### src/rtl/game_pkg.sv
`default_nettype none
// ------------------------------------------------------------------
// game_pkg : status caption codes shared with the subtitles overlay
// Rev 1.0
// ------------------------------------------------------------------
package game_pkg;

  localparam int STATUS_W = 3;

  localparam logic [STATUS_W-1:0] ST_IDLE      = 3'd0;
  localparam logic [STATUS_W-1:0] ST_COUNTDOWN = 3'd1;
  localparam logic [STATUS_W-1:0] ST_PLAY      = 3'd2;
  localparam logic [STATUS_W-1:0] ST_PAUSE     = 3'd3;
  localparam logic [STATUS_W-1:0] ST_LOSE      = 3'd4;
  localparam logic [STATUS_W-1:0] ST_WIN       = 3'd5;

  // State values coincide with caption codes so the status load is a plain copy.
  typedef enum logic [STATUS_W-1:0] {
    S_IDLE      = ST_IDLE,
    S_COUNTDOWN = ST_COUNTDOWN,
    S_PLAY      = ST_PLAY,
    S_PAUSE     = ST_PAUSE,
    S_LOSE      = ST_LOSE,
    S_WIN       = ST_WIN
  } game_state_t;

  function automatic logic [STATUS_W-1:0] state_code(input game_state_t s);
    return s;
  endfunction

endpackage
`default_nettype wire

### src/rtl/btn_debounce.sv
`default_nettype none
// ------------------------------------------------------------------
// btn_debounce : 2-FF synchroniser, stability filter, press pulse
// Rev 1.0
// ------------------------------------------------------------------
module btn_debounce #(
  parameter int DEBOUNCE_CYCLES = 650000
) (
  input  logic pclk,
  input  logic rst,
  input  logic btn_in,
  output logic press_out
);

  localparam int CNT_W = (DEBOUNCE_CYCLES > 1) ? $clog2(DEBOUNCE_CYCLES) : 1;
  localparam logic [CNT_W-1:0] CNT_LAST = CNT_W'(DEBOUNCE_CYCLES - 1);

  logic             sync_a;
  logic             sync_b;
  logic             level;
  logic [CNT_W-1:0] stable_cnt;

  always_ff @(posedge pclk) begin
    if (rst) begin
      sync_a     <= 1'b0;
      sync_b     <= 1'b0;
      level      <= 1'b0;
      stable_cnt <= '0;
      press_out  <= 1'b0;
    end else begin
      sync_a    <= btn_in;
      sync_b    <= sync_a;
      press_out <= 1'b0;
      // Counts consecutive samples that disagree with the accepted level.
      if (sync_b == level) begin
        stable_cnt <= '0;
      end else if (stable_cnt == CNT_LAST) begin
        level      <= sync_b;
        stable_cnt <= '0;
        press_out  <= sync_b;
      end else begin
        stable_cnt <= stable_cnt + 1'b1;
      end
    end
  end

endmodule
`default_nettype wire

### src/rtl/game_status_ctl.sv
`default_nettype none
// ------------------------------------------------------------------
// game_status_ctl : game state machine with frame-synchronised caption code
// Rev 1.0
// ------------------------------------------------------------------
module game_status_ctl
  import game_pkg::*;
#(
  parameter int FRAMES_PER_SEC     = 60,
  parameter int COUNTDOWN_SEC      = 3,
  parameter int RESULT_HOLD_FRAMES = 300,
  parameter int DEBOUNCE_CYCLES    = 650000
) (
  input  logic                pclk,
  input  logic                rst,
  input  logic                vblnk_in,
  input  logic                btn_start,
  input  logic                btn_pause,
  input  logic                evt_lose,
  input  logic                evt_win,
  output logic [STATUS_W-1:0] status,
  output logic                game_active,
  output logic [1:0]          secs_left
);

  localparam int CD_FRAMES  = COUNTDOWN_SEC * FRAMES_PER_SEC;
  localparam int MAX_FRAMES = (CD_FRAMES > RESULT_HOLD_FRAMES) ? CD_FRAMES : RESULT_HOLD_FRAMES;
  localparam int CNT_W      = $clog2(MAX_FRAMES + 1);
  localparam int SUM_W      = CNT_W + 1;

  localparam logic [CNT_W-1:0] CD_LOAD   = CNT_W'(CD_FRAMES);
  localparam logic [CNT_W-1:0] HOLD_LOAD = CNT_W'(RESULT_HOLD_FRAMES);
  localparam logic [CNT_W-1:0] CNT_ONE   = CNT_W'(1);
  localparam logic [SUM_W-1:0] FPS_M1    = SUM_W'(FRAMES_PER_SEC - 1);
  localparam logic [SUM_W-1:0] FPS_DIV   = SUM_W'(FRAMES_PER_SEC);
  localparam logic [SUM_W-1:0] SECS_MAX  = SUM_W'(3);

  logic             start_press;
  logic             pause_press;
  logic             vblnk_q;
  logic             frame_tick;
  game_state_t      state;
  game_state_t      state_nxt;
  logic [CNT_W-1:0] frm_cnt;
  logic [CNT_W-1:0] cnt_nxt;
  logic [SUM_W-1:0] secs_calc;
  logic [1:0]       secs_nxt;

  btn_debounce #(.DEBOUNCE_CYCLES(DEBOUNCE_CYCLES)) u_db_start (
    .pclk      (pclk),
    .rst       (rst),
    .btn_in    (btn_start),
    .press_out (start_press)
  );

  btn_debounce #(.DEBOUNCE_CYCLES(DEBOUNCE_CYCLES)) u_db_pause (
    .pclk      (pclk),
    .rst       (rst),
    .btn_in    (btn_pause),
    .press_out (pause_press)
  );

  assign frame_tick = vblnk_in & ~vblnk_q;

  always_comb begin
    state_nxt = state;
    cnt_nxt   = frm_cnt;
    case (state)
      S_IDLE: begin
        if (start_press) begin
          state_nxt = S_COUNTDOWN;
          cnt_nxt   = CD_LOAD;
        end
      end
      S_COUNTDOWN: begin
        if (frame_tick) begin
          if (frm_cnt == CNT_ONE) state_nxt = S_PLAY;
          if (frm_cnt != '0)      cnt_nxt   = frm_cnt - 1'b1;
        end
      end
      S_PLAY: begin
        if (evt_lose) begin
          state_nxt = S_LOSE;
          cnt_nxt   = HOLD_LOAD;
        end else if (evt_win) begin
          state_nxt = S_WIN;
          cnt_nxt   = HOLD_LOAD;
        end else if (pause_press) begin
          state_nxt = S_PAUSE;
        end
      end
      S_PAUSE: begin
        if (pause_press || start_press) state_nxt = S_PLAY;
      end
      S_LOSE, S_WIN: begin
        // A restart press outranks the hold countdown, including on a tick cycle.
        if (start_press) begin
          state_nxt = S_COUNTDOWN;
          cnt_nxt   = CD_LOAD;
        end else if (frame_tick) begin
          if (frm_cnt == CNT_ONE) state_nxt = S_IDLE;
          if (frm_cnt != '0)      cnt_nxt   = frm_cnt - 1'b1;
        end
      end
      default: begin
        state_nxt = S_IDLE;
        cnt_nxt   = '0;
      end
    endcase
  end

  always_comb begin
    secs_calc = ({1'b0, cnt_nxt} + FPS_M1) / FPS_DIV;
    secs_nxt  = (secs_calc > SECS_MAX) ? 2'd3 : secs_calc[1:0];
  end

  always_ff @(posedge pclk) begin
    if (rst) begin
      state       <= S_IDLE;
      frm_cnt     <= '0;
      vblnk_q     <= 1'b0;
      status      <= ST_IDLE;
      game_active <= 1'b0;
      secs_left   <= 2'd0;
    end else begin
      state       <= state_nxt;
      frm_cnt     <= cnt_nxt;
      vblnk_q     <= vblnk_in;
      // Caption follows the pre-edge state, only at the start of blanking.
      if (frame_tick) status <= state_code(state);
      game_active <= (state_nxt == S_PLAY);
      secs_left   <= (state_nxt == S_COUNTDOWN) ? secs_nxt : 2'd0;
    end
  end

endmodule
`default_nettype wire

### config.mk
export PLATFORM = sky130hd
export DESIGN_NAME = game_status_ctl
export DESIGN_NICKNAME = d
export VERILOG_FILES = /design/src/rtl/game_pkg.sv /design/src/rtl/btn_debounce.sv /design/src/rtl/game_status_ctl.sv
export SDC_FILE = /design/constraint.sdc
export NUM_CORES = 1
export LEC_CHECK = 0
export BUFFER_PORTS_ARGS = -buffer_cell sky130_fd_sc_hd__buf_2
export CAP_MARGIN = 10
export CELL_PAD_IN_SITES_DETAIL_PLACEMENT = 0
export CELL_PAD_IN_SITES_GLOBAL_PLACEMENT = 2
export CORE_ASPECT_RATIO = 1.75
export CORE_MARGIN = 2
export CORE_UTILIZATION = 41
export CTS_CLUSTER_DIAMETER = 150
export DETAILED_ROUTE_END_ITERATION = 8
export PLACE_DENSITY = 0.95
export SYNTH_ARGS = -nofsm -noshare
export SYNTH_HDL_FRONTEND = slang
export SYNTH_SLANG_ARGS = --single-unit
### constraint.sdc
create_clock -name pclk -period 4.5 [get_ports pclk]
set_input_delay 0.225 -clock pclk [delete_from_list [all_inputs] [get_ports pclk]]
set_output_delay 0.225 -clock pclk [all_outputs]
set_load 0.005 [all_outputs]
Yosys cells after proc, flatten, opt, wreduce, memory -nomap -nowiden --
Cells that the tools add are included.
Storage, ports and cells: register bits 67, bits of input ports 7, output and inout port bits 6, logic and storage cells 71
Cells by class: add/subtract/negate cells 4, divide/modulo/power cells 1, $lt $le $gt $ge 1, equal/unequal tests 12, muxes and demuxes 19, bitwise operators 7, reduce and logical (&&, ||, !) cells 11
Operators with widths (count):
- two-way mux 9 bit | 6
- case mux 9 bit (5 select lines) | 1
- adder 20 x 1 -> 20 bit, second input constant | 2
- equality test 20 bit, second input constant | 2
- two-way mux 3 bit | 10
- case mux 3 bit (5 select lines) | 1
- OR reduction 3 bit | 4
- adder 9 x 6 -> 10 bit, second input constant | 1
- divider 10 x 6 -> 10 bit, second input constant | 1
- greater-than comparator 10 x 2 -> 1 bit, second input constant | 1
- equality test 3 x 2 -> 1 bit, second input constant | 3
- equality test 9 x 1 -> 1 bit, second input constant | 1
- nonzero test 9 bit | 1
- subtractor 9 x 1 -> 9 bit, second input constant | 1
- equality test 3 x 1 -> 1 bit, second input constant | 2
- equality test 3 bit, second input constant | 2
- inverter 1 bit | 6
- AND reduction 2 bit | 2
- OR reduction 2 bit | 2
- zero test 3 bit | 1
- equality test 1 bit | 2
- two-way mux 2 bit | 1
- bitwise AND 1 bit | 1
- logical OR 1 bit | 1

Longest topological paths before layout --
depth after elaboration 9, mapped depth 15, mapped depth without buffers 15

Modules after synthesis --
A second synthesis with hierarchy kept.
Unflattened totals: cell total of the unflattened synthesis 462, area total of the unflattened synthesis 3990.1 um2
Modules (own cells, without submodules):
- btn_debounce | instances 2, cells an instance 117, area each 1113.6 um2, seq. area each 480.5 um2
- game_status_ctl | instances 1, cells an instance 228, area each 1762.9 um2, seq. area each 380.4 um2

Least setup slack after synthesis --
OpenSTA, ideal clock, no wires.
kind register -> register, from register frm_cnt[2], to register secs_left[0], library setup time 0.074 ns, data arrival time 3.024 ns, required time 4.426 ns, setup slack 1.402 ns, cell stages (with the launch flop) 11, buffers on the path 0, period minus slack after synthesis 3.098 ns, path through dfxtp_1 or4b_4 nor4_2 mux2i_1 a2bb2oi_1 xnor2_1 or3b_1 a21oi_1 o31ai_1 or3_1 a31oi_1
On the way: longest elaborated chain between the ends 9, elaborated cells on any way between the ends 23, those cells by class add/sub (2); div (1); order compare (1); eq/ne (2); mux (14); bitwise (1); reduce/logical (2)
Ends and longest elaborated chain:
- start, declared | line game_status_ctl.sv:44 | logic [CNT_W-1:0] frm_cnt;
- start signal, assigned | line game_status_ctl.sv:127 | frm_cnt <= cnt_nxt;
- subtractor 9 x 1 -> 9 bit / nonzero test 9 bit (equally long branches) | line game_status_ctl.sv:78, game_status_ctl.sv:102
- two-way mux 9 bit | line game_status_ctl.sv:78, game_status_ctl.sv:102
- two-way mux 9 bit | line game_status_ctl.sv:100 | end else if (frame_tick) begin
- two-way mux 9 bit | line game_status_ctl.sv:97 | if (start_press) begin
- case mux 9 bit (5 select lines) | line game_status_ctl.sv:68 | case (state)
- adder 9 x 6 -> 10 bit | line game_status_ctl.sv:113 | secs_calc = ({1'b0, cnt_nxt} + FPS_M1) / FPS_DIV;
- divider 10 x 6 -> 10 bit | line game_status_ctl.sv:113
- greater-than comparator 10 x 2 -> 1 bit | line game_status_ctl.sv:114 | secs_nxt = (secs_calc > SECS_MAX) ? 2'd3 : secs_calc[1:0];
- two-way mux 2 bit | line game_status_ctl.sv:114
- end signal, assigned | line game_status_ctl.sv:132 | secs_left <= (state_nxt == S_COUNTDOWN) ? secs_nxt : 2'd0;
- end, declared | line game_status_ctl.sv:23 | output logic [1:0] secs_left
Parallel ways exist; a longest one is shown, timed or not. A chain may end at the register's enable or synchronous reset.

Worst setup path after layout --
from register state[2], to register secs_left[0]
On the way: longest elaborated chain between the ends 7, elaborated cells on any way between the ends 26, those cells by class add/sub (1); div (1); order compare (1); eq/ne (6); mux (13); bitwise (1); reduce/logical (3)
Ends and longest elaborated chain:
- start, declared | line game_status_ctl.sv:42 | game_state_t state;
- start signal, assigned | line game_status_ctl.sv:126 | state <= state_nxt;
- equality test 3 bit (tied with other cells) | line game_status_ctl.sv:68
- OR reduction 2 bit (tied with other cells) | line game_status_ctl.sv:68
- case mux 9 bit (5 select lines) (tied with other cells) | line game_status_ctl.sv:68
- adder 9 x 6 -> 10 bit / case mux 3 bit (5 select lines) (equally long branches) | line game_status_ctl.sv:113, game_status_ctl.sv:68
- divider 10 x 6 -> 10 bit / equality test 3 x 1 -> 1 bit (equally long branches) | line game_status_ctl.sv:113, game_status_ctl.sv:132
- greater-than comparator 10 x 2 -> 1 bit / inverter 1 bit (equally long branches)
- two-way mux 2 bit / OR reduction 2 bit (equally long branches)
Parallel ways exist; a longest one is shown, timed or not.

==> results.json <==
{
  "synth.area.top_cells": "dfxtp_1 38%, nor2_1 7.8%, xor2_1 6.5%",
  "synth_cell_type_count": 63,
  "h-tree-depth": 3,
  "async_flop_share_pct": 0,
  "hold_end": "u_db_start.sync_a",
  "antenna_found_initial": 0,
  "drt-initial-drc-count": 229,
  "rsz0062_at_grt": "no",
  "crit_path_end_kind": "register",
  "synth_cells": 416,
  "portBuffers": 12,
  "cts_setup_buffers": 0,
  "core_um2": 8310,
  "relSlewSlack_pct": 53.1,
  "layout.nets": 438,
  "drv_slew": 0,
  "cts_resized": 0,
  "yosysTopAreaCell": "dfxtp_1",
  "drtAntennaViolNets": 0,
  "drive_above_1_share_pct": 9.53,
  "r2r-end": "secs_left[0]",
  "cp_data_required_time_ns": 4.76,
  "p_comb_share_pct": 1.7,
  "ir_drop_mv": 0.198,
  "powerDensity_nw_per_um2": 317,
  "start_util_pct": 42.2,
  "routabilityCongestion": 0.813,
  "synthesis.nets": 428,
  "hpwl_um": 5810,
  "dieHeight_um": 126,
  "vias": 2947,
  "fin_crit_ns": 3.61,
  "path_clk_slew_ns": 0.06,
  "worst_pin_slew_ns": 0.703,
  "insertion_delay_ns": 0.33,
  "r2r_slack_ns": 0.89,
  "grt_max_degree": 27,
  "min_path_type": "in -> reg",
  "syn_area_um2": 3510,
  "worstPathMaxFanout": 13,
  "drt_wl_total_um": 7890,
  "r2r_start": "state[2]",
  "num-fill-cells": 817,
  "ios": 13,
  "hold_buffers": 0,
  "clock_sinks": 67,
  "fmax_ghz": 0.277,
  "fp.dieW_um": 73.9,
  "clockBufferDepth": 2,
  "p_int_mw": 0.971,
  "start_kind": "register",
  "ys_ff_latch": 67,
  "synth.avg_cell_area_um2": 8.43,
  "yosys_warnings": 0,
  "grt_first_pass_wirelength_um": 13600,
  "die_area_um2": 9340,
  "drv_cap": 0,
  "outcome": "finished, final reports clean",
  "grtUsageTotal_pct": 18.7,
  "worst_hold_slack_ns": 0.116,
  "p_clk_share_pct": 50.2,
  "p_seq_share_pct": 48.1,
  "rr_worst_depth": 13,
  "numCtsBuffers": 9,
  "area_growth_pct": 11.7,
  "setup_violations": 0,
  "first_global_vias": 2998,
  "p_leak_nw": 1.38,
  "drc": 0,
  "via_per_inst": 5.41,
  "synth_edf_count": 0,
  "yosysTopAreaCellShare_pct": 38.3,
  "finClkSkew_ns": 0.00466,
  "holdPathStages": 2,
  "synthFlopType": "dfxtp_1",
  "cp.arrival_ns": 3.87,
  "p_switching_mw": 0.272,
  "worstSetupPathType": "reg -> reg",
  "seq_area_frac_synth_pct": 38.3,
  "setup_tns_ns": 0,
  "min_from": "btn_start",
  "dr.pass1.iters": 4,
  "overflow": 0,
  "hold_viol": 0,
  "wl_per_cell_um": 14.5,
  "p_sw_share_pct": 21.9,
  "finalCritPeriodShare_pct": 80.2,
  "num_antenna_cells": 0,
  "rows": 44,
  "cts_tree": "built",
  "root_buffer": "clkbuf_16"
}
cell usage in the layout, fill, tap and decap left out, types with 3 or more instances in the layout:
master	synthesis	layout
clkbuf_16	0	9
nand3_1	21	21
nand4_1	8	8
ha_1	5	5
inv_1	7	7
a21oi_1	16	16
nor2_1	73	73
xor2_1	26	26
buf_2	4	12
o21ai_0	7	7
nor4_1	5	5
and2_1	4	4
nor2b_1	10	10
o21ai_1	5	5
clkinv_2	0	3
nand2b_1	5	5
nor3_1	5	5
a211oi_1	3	3
nand2_1	34	34
and3_1	11	11
a21o_1	4	4
dfxtp_1	67	67
or3_1	6	6
xnor2_1	19	19
mux2i_1	6	6
a31oi_1	8	8
and4_1	3	3
power by group through the flow:
stage	Combinational [mW]	Sequential, mW	Clock (mW)
floorplan	0.0150	0.610	0
global placement	0.0214	0.611	0
detailed placement	0.0217	0.611	0
CTS	0.0217	0.598	0.638
global route	0.0236	0.598	0.666
finish	0.0213	0.598	0.623
metrics by stage:
step / total power, mW / std cells / cell area [µm²] / worst slack, ns / util (%)
after floorplan: 0.625 / 416 / 3510 / 1.40 / -
after global placement: 0.632 / 530 / 3660 / 0.932 / 44.0
after detailed placement: 0.632 / 530 / 3660 / 0.936 / 44.0
after CTS: 1.26 / 545 / 3920 / 0.910 / 47.1
after global routing: 1.29 / 545 / 3920 / 0.619 / 47.1
final: 1.24 / 545 / 3920 / 0.893 / 47.1
metal layers:
metal  global-route usage, %  up-vias  share of wire, %
li1                        -     1484                 -
met1                    20.7     1385                40
met2                    32.6       61                53
met3                    4.37       17               3.4
met4                    8.98        0               3.1
met5                       0        -                 0
registers in the layout, summed over array words and instances (netlist names), 2 cells and up:
name / count
frm_cnt: 9
u_db_pause.stable_cnt: 20
secs_left: 2
status: 3
state: 3
u_db_start.stable_cnt: 20
synth_stat cells (4+ instances only):
master and number:
inv_1 7, a21oi_1 16, mux2i_1 6, xor2_1 26, and2_1 4, nor4_1 5
dfxtp_1 67, nand4_1 8, ha_1 5, nand2_1 34, clkbuf_1 8, nand3_1 21
and3_1 11, nor3_1 5, buf_2 4, a31oi_1 8, nor2b_1 10, or3_1 6
o21ai_0 7, xnor2_1 19, nor2_1 73, a21o_1 4, o21ai_1 5, nand2b_1 5
logic make-up after synthesis:
logic type / count (synthesis) / share of synthesized area, %
muxes: 6 / 1.71
adders and majority gates: 5 / 1.78
AOI/OAI and AO/OA: 68 / 14.6
and+or+nand+nor: 205 / 30.2
buffers and inverters: 20 / 2.28
xor gates and xnor gates: 45 / 11.2
DFF: 67 / 38.3
critical path: stages (launching register included):
cell and delay [ns]:
dfxtp_1 0.60, o21bai_2 0.20, nor2_1 0.49, nand2_1 0.16
nor2_1 0.12, a21oi_1 0.06, ha_1 0.24, o221ai_1 0.42
xnor2_1 0.25, nand4b_1 0.15, a21oi_1 0.22, o31ai_1 0.13
or3_1 0.36, a31oi_1 0.13
final cells by class:
class,instances,area (µm²),area share [%]
tap,115,144,3.67
clock buffer,10,229,5.85
multi-input combinational,329,2080,53.2
sequential,67,1340,34.2
inverter,7,26.3,0.671
clock inverter,5,31.3,0.799
timing repair buffer,12,60.1,1.53
how the worst max path moves through the flow:
| stage | startpoint | to | slack, ns | depth (start not counted) |
|---|---|---|---|---|
| after floorplan | frm_cnt[2] | secs_left[0] | 1.40 | 10 |
| after global placement | frm_cnt[0] | secs_left[0] | 0.93 | 12 |
| after detailed placement | frm_cnt[0] | secs_left[0] | 0.94 | 12 |
| after CTS | frm_cnt[0] | secs_left[0] | 0.91 | 12 |
| after global routing | frm_cnt[0] | secs_left[0] | 0.62 | 15 |
| final | state[2] | secs_left[0] | 0.89 | 13 |
No activity file was read; power rests on OpenSTA's default activity.
